File: src/rtl/cc_score_collector.sv
// rtl/cc_score_collector.sv - collects 7 score beats plus frame fields and presents them as a held parallel frame
module cc_score_collector #(
   parameter int SCORE_W = 4,
   parameter int TIMEOUT = 15
) (
   input  logic               clk,
   input  logic               rst,
   input  logic               in_valid,
   output logic               in_ready,
   input  logic [SCORE_W-1:0] in_score,
   input  logic [2:0]         in_opt,
   input  logic [1:0]         in_a,
   input  logic [2:0]         in_b,
   output logic               out_valid,
   input  logic               out_ready,
   output logic [SCORE_W-1:0] in_s0,
   output logic [SCORE_W-1:0] in_s1,
   output logic [SCORE_W-1:0] in_s2,
   output logic [SCORE_W-1:0] in_s3,
   output logic [SCORE_W-1:0] in_s4,
   output logic [SCORE_W-1:0] in_s5,
   output logic [SCORE_W-1:0] in_s6,
   output logic [2:0]         opt,
   output logic [1:0]         a,
   output logic [2:0]         b,
   output logic               err
);

   typedef enum logic [1:0] {
      ST_IDLE,
      ST_LOAD,
      ST_HOLD
   } state_t;

   localparam logic [7:0] IDLE_LIMIT = 8'(TIMEOUT - 1);

   state_t                   state_q, state_d;
   logic [2:0]               cnt_q, cnt_d;
   logic [7:0]               idle_cnt_q, idle_cnt_d;
   logic [6:0][SCORE_W-1:0]  sh_q, sh_d;
   logic [2:0]               sh_opt_q, sh_opt_d;
   logic [1:0]               sh_a_q, sh_a_d;
   logic [2:0]               sh_b_q, sh_b_d;
   logic [6:0][SCORE_W-1:0]  out_s_q, out_s_d;
   logic [2:0]               opt_q, opt_d;
   logic [1:0]               a_q, a_d;
   logic [2:0]               b_q, b_d;
   logic                     out_valid_q, out_valid_d;
   logic                     err_q, err_d;
   logic                     beat;

   assign in_ready = (state_q != ST_HOLD);
   assign beat     = in_valid && in_ready;

   always_comb begin
      state_d     = state_q;
      cnt_d       = cnt_q;
      idle_cnt_d  = idle_cnt_q;
      sh_d        = sh_q;
      sh_opt_d    = sh_opt_q;
      sh_a_d      = sh_a_q;
      sh_b_d      = sh_b_q;
      out_s_d     = out_s_q;
      opt_d       = opt_q;
      a_d         = a_q;
      b_d         = b_q;
      out_valid_d = out_valid_q;
      err_d       = 1'b0;

      case (state_q)
         ST_IDLE: begin
            idle_cnt_d = 8'd0;
            if (beat) begin
               sh_d[0]  = in_score;
               sh_opt_d = in_opt;
               sh_a_d   = in_a;
               sh_b_d   = in_b;
               cnt_d    = 3'd1;
               state_d  = ST_LOAD;
            end
         end
         ST_LOAD: begin
            if (beat) begin
               sh_d[cnt_q] = in_score;
               idle_cnt_d  = 8'd0;
               if (cnt_q == 3'd6) begin
                  // The last score bypasses the shadow so the whole frame lands in one edge.
                  out_s_d     = {in_score, sh_q[5:0]};
                  opt_d       = sh_opt_q;
                  a_d         = sh_a_q;
                  b_d         = sh_b_q;
                  out_valid_d = 1'b1;
                  cnt_d       = 3'd0;
                  state_d     = ST_HOLD;
               end else begin
                  cnt_d = cnt_q + 3'd1;
               end
            end else if (idle_cnt_q == IDLE_LIMIT) begin
               state_d    = ST_IDLE;
               cnt_d      = 3'd0;
               idle_cnt_d = 8'd0;
               err_d      = 1'b1;
            end else begin
               idle_cnt_d = idle_cnt_q + 8'd1;
            end
         end
         ST_HOLD: begin
            idle_cnt_d = 8'd0;
            if (out_valid_q && out_ready) begin
               out_valid_d = 1'b0;
               state_d     = ST_IDLE;
            end
         end
         default: begin
            state_d = ST_IDLE;
            cnt_d   = 3'd0;
         end
      endcase
   end

   always_ff @(posedge clk or posedge rst) begin
      if (rst) begin
         state_q     <= ST_IDLE;
         cnt_q       <= 3'd0;
         idle_cnt_q  <= 8'd0;
         sh_q        <= '0;
         sh_opt_q    <= 3'd0;
         sh_a_q      <= 2'd0;
         sh_b_q      <= 3'd0;
         out_s_q     <= '0;
         opt_q       <= 3'd0;
         a_q         <= 2'd0;
         b_q         <= 3'd0;
         out_valid_q <= 1'b0;
         err_q       <= 1'b0;
      end else begin
         state_q     <= state_d;
         cnt_q       <= cnt_d;
         idle_cnt_q  <= idle_cnt_d;
         sh_q        <= sh_d;
         sh_opt_q    <= sh_opt_d;
         sh_a_q      <= sh_a_d;
         sh_b_q      <= sh_b_d;
         out_s_q     <= out_s_d;
         opt_q       <= opt_d;
         a_q         <= a_d;
         b_q         <= b_d;
         out_valid_q <= out_valid_d;
         err_q       <= err_d;
      end
   end

   assign out_valid = out_valid_q;
   assign err       = err_q;
   assign in_s0     = out_s_q[0];
   assign in_s1     = out_s_q[1];
   assign in_s2     = out_s_q[2];
   assign in_s3     = out_s_q[3];
   assign in_s4     = out_s_q[4];
   assign in_s5     = out_s_q[5];
   assign in_s6     = out_s_q[6];
   assign opt       = opt_q;
   assign a         = a_q;
   assign b         = b_q;

endmodule
File: config.mk
export PLATFORM = sky130hd
export DESIGN_NAME = cc_score_collector
export DESIGN_NICKNAME = d
export VERILOG_FILES = /design/src/rtl/cc_score_collector.sv
export SDC_FILE = /design/constraint.sdc
export NUM_CORES = 1
export LEC_CHECK = 0
export CELL_PAD_IN_SITES_DETAIL_PLACEMENT = 0
export CELL_PAD_IN_SITES_GLOBAL_PLACEMENT = 1
export CORE_ASPECT_RATIO = 0.75
export CORE_MARGIN = 2
export CORE_UTILIZATION = 43
export DETAILED_ROUTE_END_ITERATION = 10
export PLACE_DENSITY_LB_ADDON = 0.05
export SYNTH_ARGS = -nofsm -noshare
export SYNTH_HDL_FRONTEND = slang
export SYNTH_SLANG_ARGS = --single-unit
export TNS_END_PERCENT = 100
File: constraint.sdc
create_clock -name clk -period 3.2 [get_ports clk]
set_input_delay 0.64 -clock clk [delete_from_list [all_inputs] [get_ports clk]]
set_output_delay 0.64 -clock clk [all_outputs]
set_load 0.02 [all_outputs]
Word level (Yosys, flattened, before mapping):

Index checks and enable logic that the tools add are counted.

* register bits: 87
* output and inout bits: 39
* logic and storage cells: 83

* add/sub/neg operators: 2
* order comparisons: 2
* eq/ne operators: 11
* mux-type cells: 27
* bitwise logic cells: 1
* reductions and logical operators: 15

Operator list (number)
* 28-bit bitwise mux: 1
* 8-bit two-way mux: 2
* 8-bit one-hot mux with 2 select lines: 1
* 4-bit demux with 3-bit select: 1
* 3-bit two-way mux: 4
* 4-bit two-way mux: 3
* 2-bit two-way mux: 5
* 2-bit != test (second input constant): 5
* 3-bit one-hot mux with 3 select lines: 1
* 3-bit AND reduction: 3
* 8-bit by 1-bit adder with 8-bit output (second input constant): 1
* 8-bit by 4-bit equality test with 1-bit output (second input constant): 1
* 4-bit one-hot mux with 2 select lines: 1
* 4-bit AND reduction: 2
* 1-bit two-way mux: 6
* 3-bit != test (second input constant): 2
* 2-bit one-hot mux with 3 select lines: 1
* 2-bit nonzero test: 3
* 3-bit by 4-bit less-than comparator with 1-bit output (second input constant): 1
* 2-bit AND reduction: 2
* 3-bit by 1-bit adder with 3-bit output (second input constant): 1
* 3-bit equality test (second input constant): 1
* 3-bit by 1-bit >= comparator with 1-bit output (second input constant): 1
* 1-bit logical AND: 3
* 6 further kinds: 6

Longest topological paths before layout:

* depth in word-level cells: 7
* gate-level depth with buffers: 7

Worst setup path before layout:

Ideal clock, no wire load.

* path type: input port to flip-flop
* start point: input in_valid
* end point: register a_q[0] (netlist: a[0])
* arrival time: 1.605 ns
* data required time: 3.073 ns
* setup slack: 1.468 ns
* stages on the path: 5
* path buffers: 2
* path through: nor2b_4 and3_1 buf_4 buf_6 mux2_1

* cells in the longest elaborated chain, start to end: 2

RTL lines
* from (decl): line 8 `input logic in_valid,`
* 1-bit logical AND: line 53 `assign beat = in_valid && in_ready;`
* 3-bit AND reduction (no line)
* to (signal assigned): line 132 `a_q <= 2'd0;`
* to (signal assigned): line 146 `a_q <= a_d;`
* to (decl): line 46 `logic [1:0] a_q, a_d;`

Every way passes these cells.
A chain may end at the register's enable or synchronous reset.

Worst setup path in the final report:

* start point: register state_q[1]
* end point: output in_ready

* cells in the longest elaborated chain, start to end: 1

RTL lines
* from (decl): line 37 `state_t state_q, state_d;`
* from (signal assigned): line 137 `state_q <= state_d;`
* 2-bit != test: line 52 `assign in_ready = (state_q != ST_HOLD);`
* to (decl): line 9 `output logic in_ready,`

Every way passes these cells.

==> metrics.md <==
| Metric | Value |
|---|---|
| Vias in the first global route | 2124 |
| Critical path startpoint | state_q[1]$_DFFE_PP0P_ |
| Root Driver | clkbuf_8 |
| DRC | 0 |
| Setup Viol. Count Final | 0 |
| Chip height | 81.3 um |
| Initial drt markers | 71 |
| Gr ovfl total | 0 |
| EDFF count, synth | 0 |
| Layout area overhead | 24.6% |
| Synthesized cell area | 3420 sq um |
| Count of pins over their slew limit | 0 |
| # rows | 28 |
| Num CTS Buffers | 9 |
| Hpwl dp | 4.22 mm |
| Hold Buf Count CTS | 0 |
| Most common cell after layout, fill and taps aside | dfrtp_1 |
| Slew HR | 66.8% |
| Synth unique cells | 46 |
| Reg2reg start | state_q[0]$_DFFE_PP0P_ |
| DR vias/cell | 5.11 |
| Maximum VDD drop | 0.463 mV |
| Leak | 0.00189 uW |
| Die area | 8700 sq um |
| Max-cap violation count | 0 |
| Routed len/inst | 15.3 um |
| GRT Overall Usage | 16.2% |
| Top FF cell, synth | dfrtp_1 |
| RSZ-0062 raised after global routing | false |
| Worst endpoint required time | 2.56 ns |
| Most frequent cells in the layout | dfrtp_1 (83), clkdlybuf4s50_1 (54), mux2_2 (51), mux2_1 (18), clkbuf_8 (10) |
| Largest net degree at the start of global routing | 65 |
| GP Congestion | 0.752 |
| Die width | 107 um |
| Drt first pass iters | 4 |
| Syn Inst Count | 242 |
| Mean Syn Cell Area | 14.1 sq um |
| Hold Vio Cnt, Final | 0 |
| Reg2reg path depth | 5 |
| Clk_lat worst skew | 0.35 ns |
| Share of layout cells above drive strength 1 | 24.7% |
| #FFs+latches synth | 83 |
| Clock Pin Slew Worst Setup and Hold Paths | 0.08 ns |
| Top Ports | 55 |
| Detailed Route WL | 6.26 mm |
| Ant. Diodes | 0 |
| Port Buf Inserts | 54 |
| Fin Clk Skew | 0.00738 ns |
| Seq/Total Area, Yosys | 60.7% |
| Critical Path AT | 1.80 ns |
| PD cells | 915 nW/um^2 |
| Critical path type | flop to primary output |
| First-pass GRT wire length | 10.6 mm |
| H-tree depth | 3 |
| Resized Gates After CTS | 0 |
| R2R Setup Slk | 1.20 ns |
| Fillers | 705 |
| Worst-case clock buffer depth | 2 |
| Status | finished clean |
| TritonCTS clock tree | built |
| Placeable core area | 7810 sq um |
| Placed Area | 4060 sq um |
| TNS Setup | 0 ns |
| CP Max Fanout | 10 |
| Mapped Nets | 260 |
| Worst-Margin Slew | 0.497 ns |
| CP Capture Type | primary output |
| Initial antenna violation count | 0 |
| Synth async-reset ratio | 100% |
| Fin nets | 317 |
| FMAX | 410 MHz |
| Total setup buffers inserted after CTS | 0 |
| Clock Sinks | 83 |
| Starting Density | 43.8% |
| Final period utilization | 76.2% |
| Min Tclk post-route | 2.44 ns |
| Post-DRT Antenna Nets | 0 |
| RR Endpoint | in_s3[3]$_DFFE_PP0P_ |
| CP Launch Type | flop |
| Vias | 2092 |
| Crit path to | in_ready |
| Total number of yosys warnings | 0 |
| Tightest Hold Check Type | flop to flop |
| Post-route cell area | 4260 sq um |
-- routing by layer --
metal	up-vias	global-route usage [%]	wire length, um	share of wire (%)
li1	983	-	-	-
met1	1055	21.6	3050	49
met2	42	24.3	2780	44
met3	12	6.02	332	5.3
met4	0	5.84	95	1.5
met5	-	0	0	0
-- worst max-delay path, stage by stage (launching register included) --
cell and delay [ns]:
dfrtp_1 0.55, nor2b_1 0.30, inv_1 0.06, clkdlybuf4s50_1 0.53
-- logic make-up (layout without fill, tap and decap cells) --
group	after synthesis	after routing	share of synthesized area [%]
AO/OA/AOI/OAI	28	28	5.81
buffers and inverters	15	77	2.71
multiplexers	69	69	22.7
flip-flops	83	83	60.7
adder cells (fa/ha/maj)	2	2	0.731
AND/OR/NAND/NOR	45	45	7.35
-- state kept, by name (all words and copies together), names as in the netlist --
| register | count |
|---|---|
| a | 2 |
| b | 3 |
| cnt_q | 3 |
| err | 1 |
| idle_cnt_q | 8 |
| in_s0 | 4 |
| in_s1 | 4 |
| in_s2 | 4 |
| in_s3 | 4 |
| in_s4 | 4 |
| in_s5 | 4 |
| in_s6 | 4 |
| opt | 3 |
| out_valid | 1 |
| sh_a_q | 2 |
| sh_b_q | 3 |
| sh_opt_q | 3 |
| sh_q | 24 |
| state_q | 2 |
-- per-stage QoR --
| stage | power, uW | hold WS [ns] | cells | setup WS [ns] | util, % |
|---|---|---|---|---|---|
| finish | 3900 | 0.486 | 409 | 0.762 | 54.6 |
| global route | 4170 | 0.516 | 409 | 0.654 | 54.6 |
| CTS | 3960 | 0.491 | 409 | 0.749 | 54.6 |
| detailed placement | 3190 | 0.474 | 393 | 0.589 | 52.0 |
| global placement | 3170 | 0.465 | 393 | 0.657 | 52.0 |
| floorplan | 2600 | 0.441 | 242 | 0.423 | - |
-- worst min-delay path by stage --
| stage | slack [ns] | end | cells after the start | from |
|---|---|---|---|---|
| CTS | 0.49 | idle_cnt_q[7]$_DFFE_PP0P_ | 1 | idle_cnt_q[7]$_DFFE_PP0P_ |
| global route | 0.52 | a[0]$_DFFE_PP0P_ | 1 | a[0]$_DFFE_PP0P_ |
| detailed placement | 0.47 | in_s1[3]$_DFFE_PP0P_ | 1 | sh_q[7]$_DFFE_PP0P_ |
| finish | 0.49 | in_s2[3]$_DFFE_PP0P_ | 1 | in_s2[3]$_DFFE_PP0P_ |
| floorplan | 0.44 | idle_cnt_q[7]$_DFFE_PP0P_ | 1 | idle_cnt_q[7]$_DFFE_PP0P_ |
| global placement | 0.46 | in_s1[3]$_DFFE_PP0P_ | 1 | sh_q[7]$_DFFE_PP0P_ |
-- synthesized netlist by cell type (2+ instances only) --
cell       instances  area (sq um)
mux2_2            51           574
nand4_1            2          12.5
a21oi_1            4          20.0
mux2_1            18           203
clkbuf_1           2          7.51
buf_6              4          45.0
nor3b_1            2          15.0
nand2b_1           3          18.8
dfrtp_1           83          2080
and3_1             3          18.8
o2bb2ai_1          2          17.5
o21ai_0            3          15.0
nor2_1             9          33.8
inv_1              5          18.8
a21o_1             2          15.0
a31oi_1            4          25.0
ha_1               2          25.0
buf_2              2          10.0
nand3_1            5          25.0
nand2_1            9          33.8
nor2b_1            2          12.5
-- power by group --
| group | internal [uW] | switching, uW |
|---|---|---|
| clock network | 381 | 372 |
| logic | 779 | 596 |
| registers | 1490 | 284 |
| total | 2650 | 1250 |
-- final cells by class --
| type | count | area, sq um | share of cell area (%) |
|---|---|---|---|
| inverters | 5 | 20.0 | 0.469 |
| repair buffers | 56 | 581 | 13.6 |
| well taps | 105 | 131 | 3.08 |
| clock buffers | 10 | 138 | 3.23 |
| clock inverters | 6 | 63.8 | 1.50 |
| flip-flops and latches | 83 | 2080 | 48.7 |
| multi-input cells | 144 | 1250 | 29.4 |
Power figures use the tool's default switching activity.
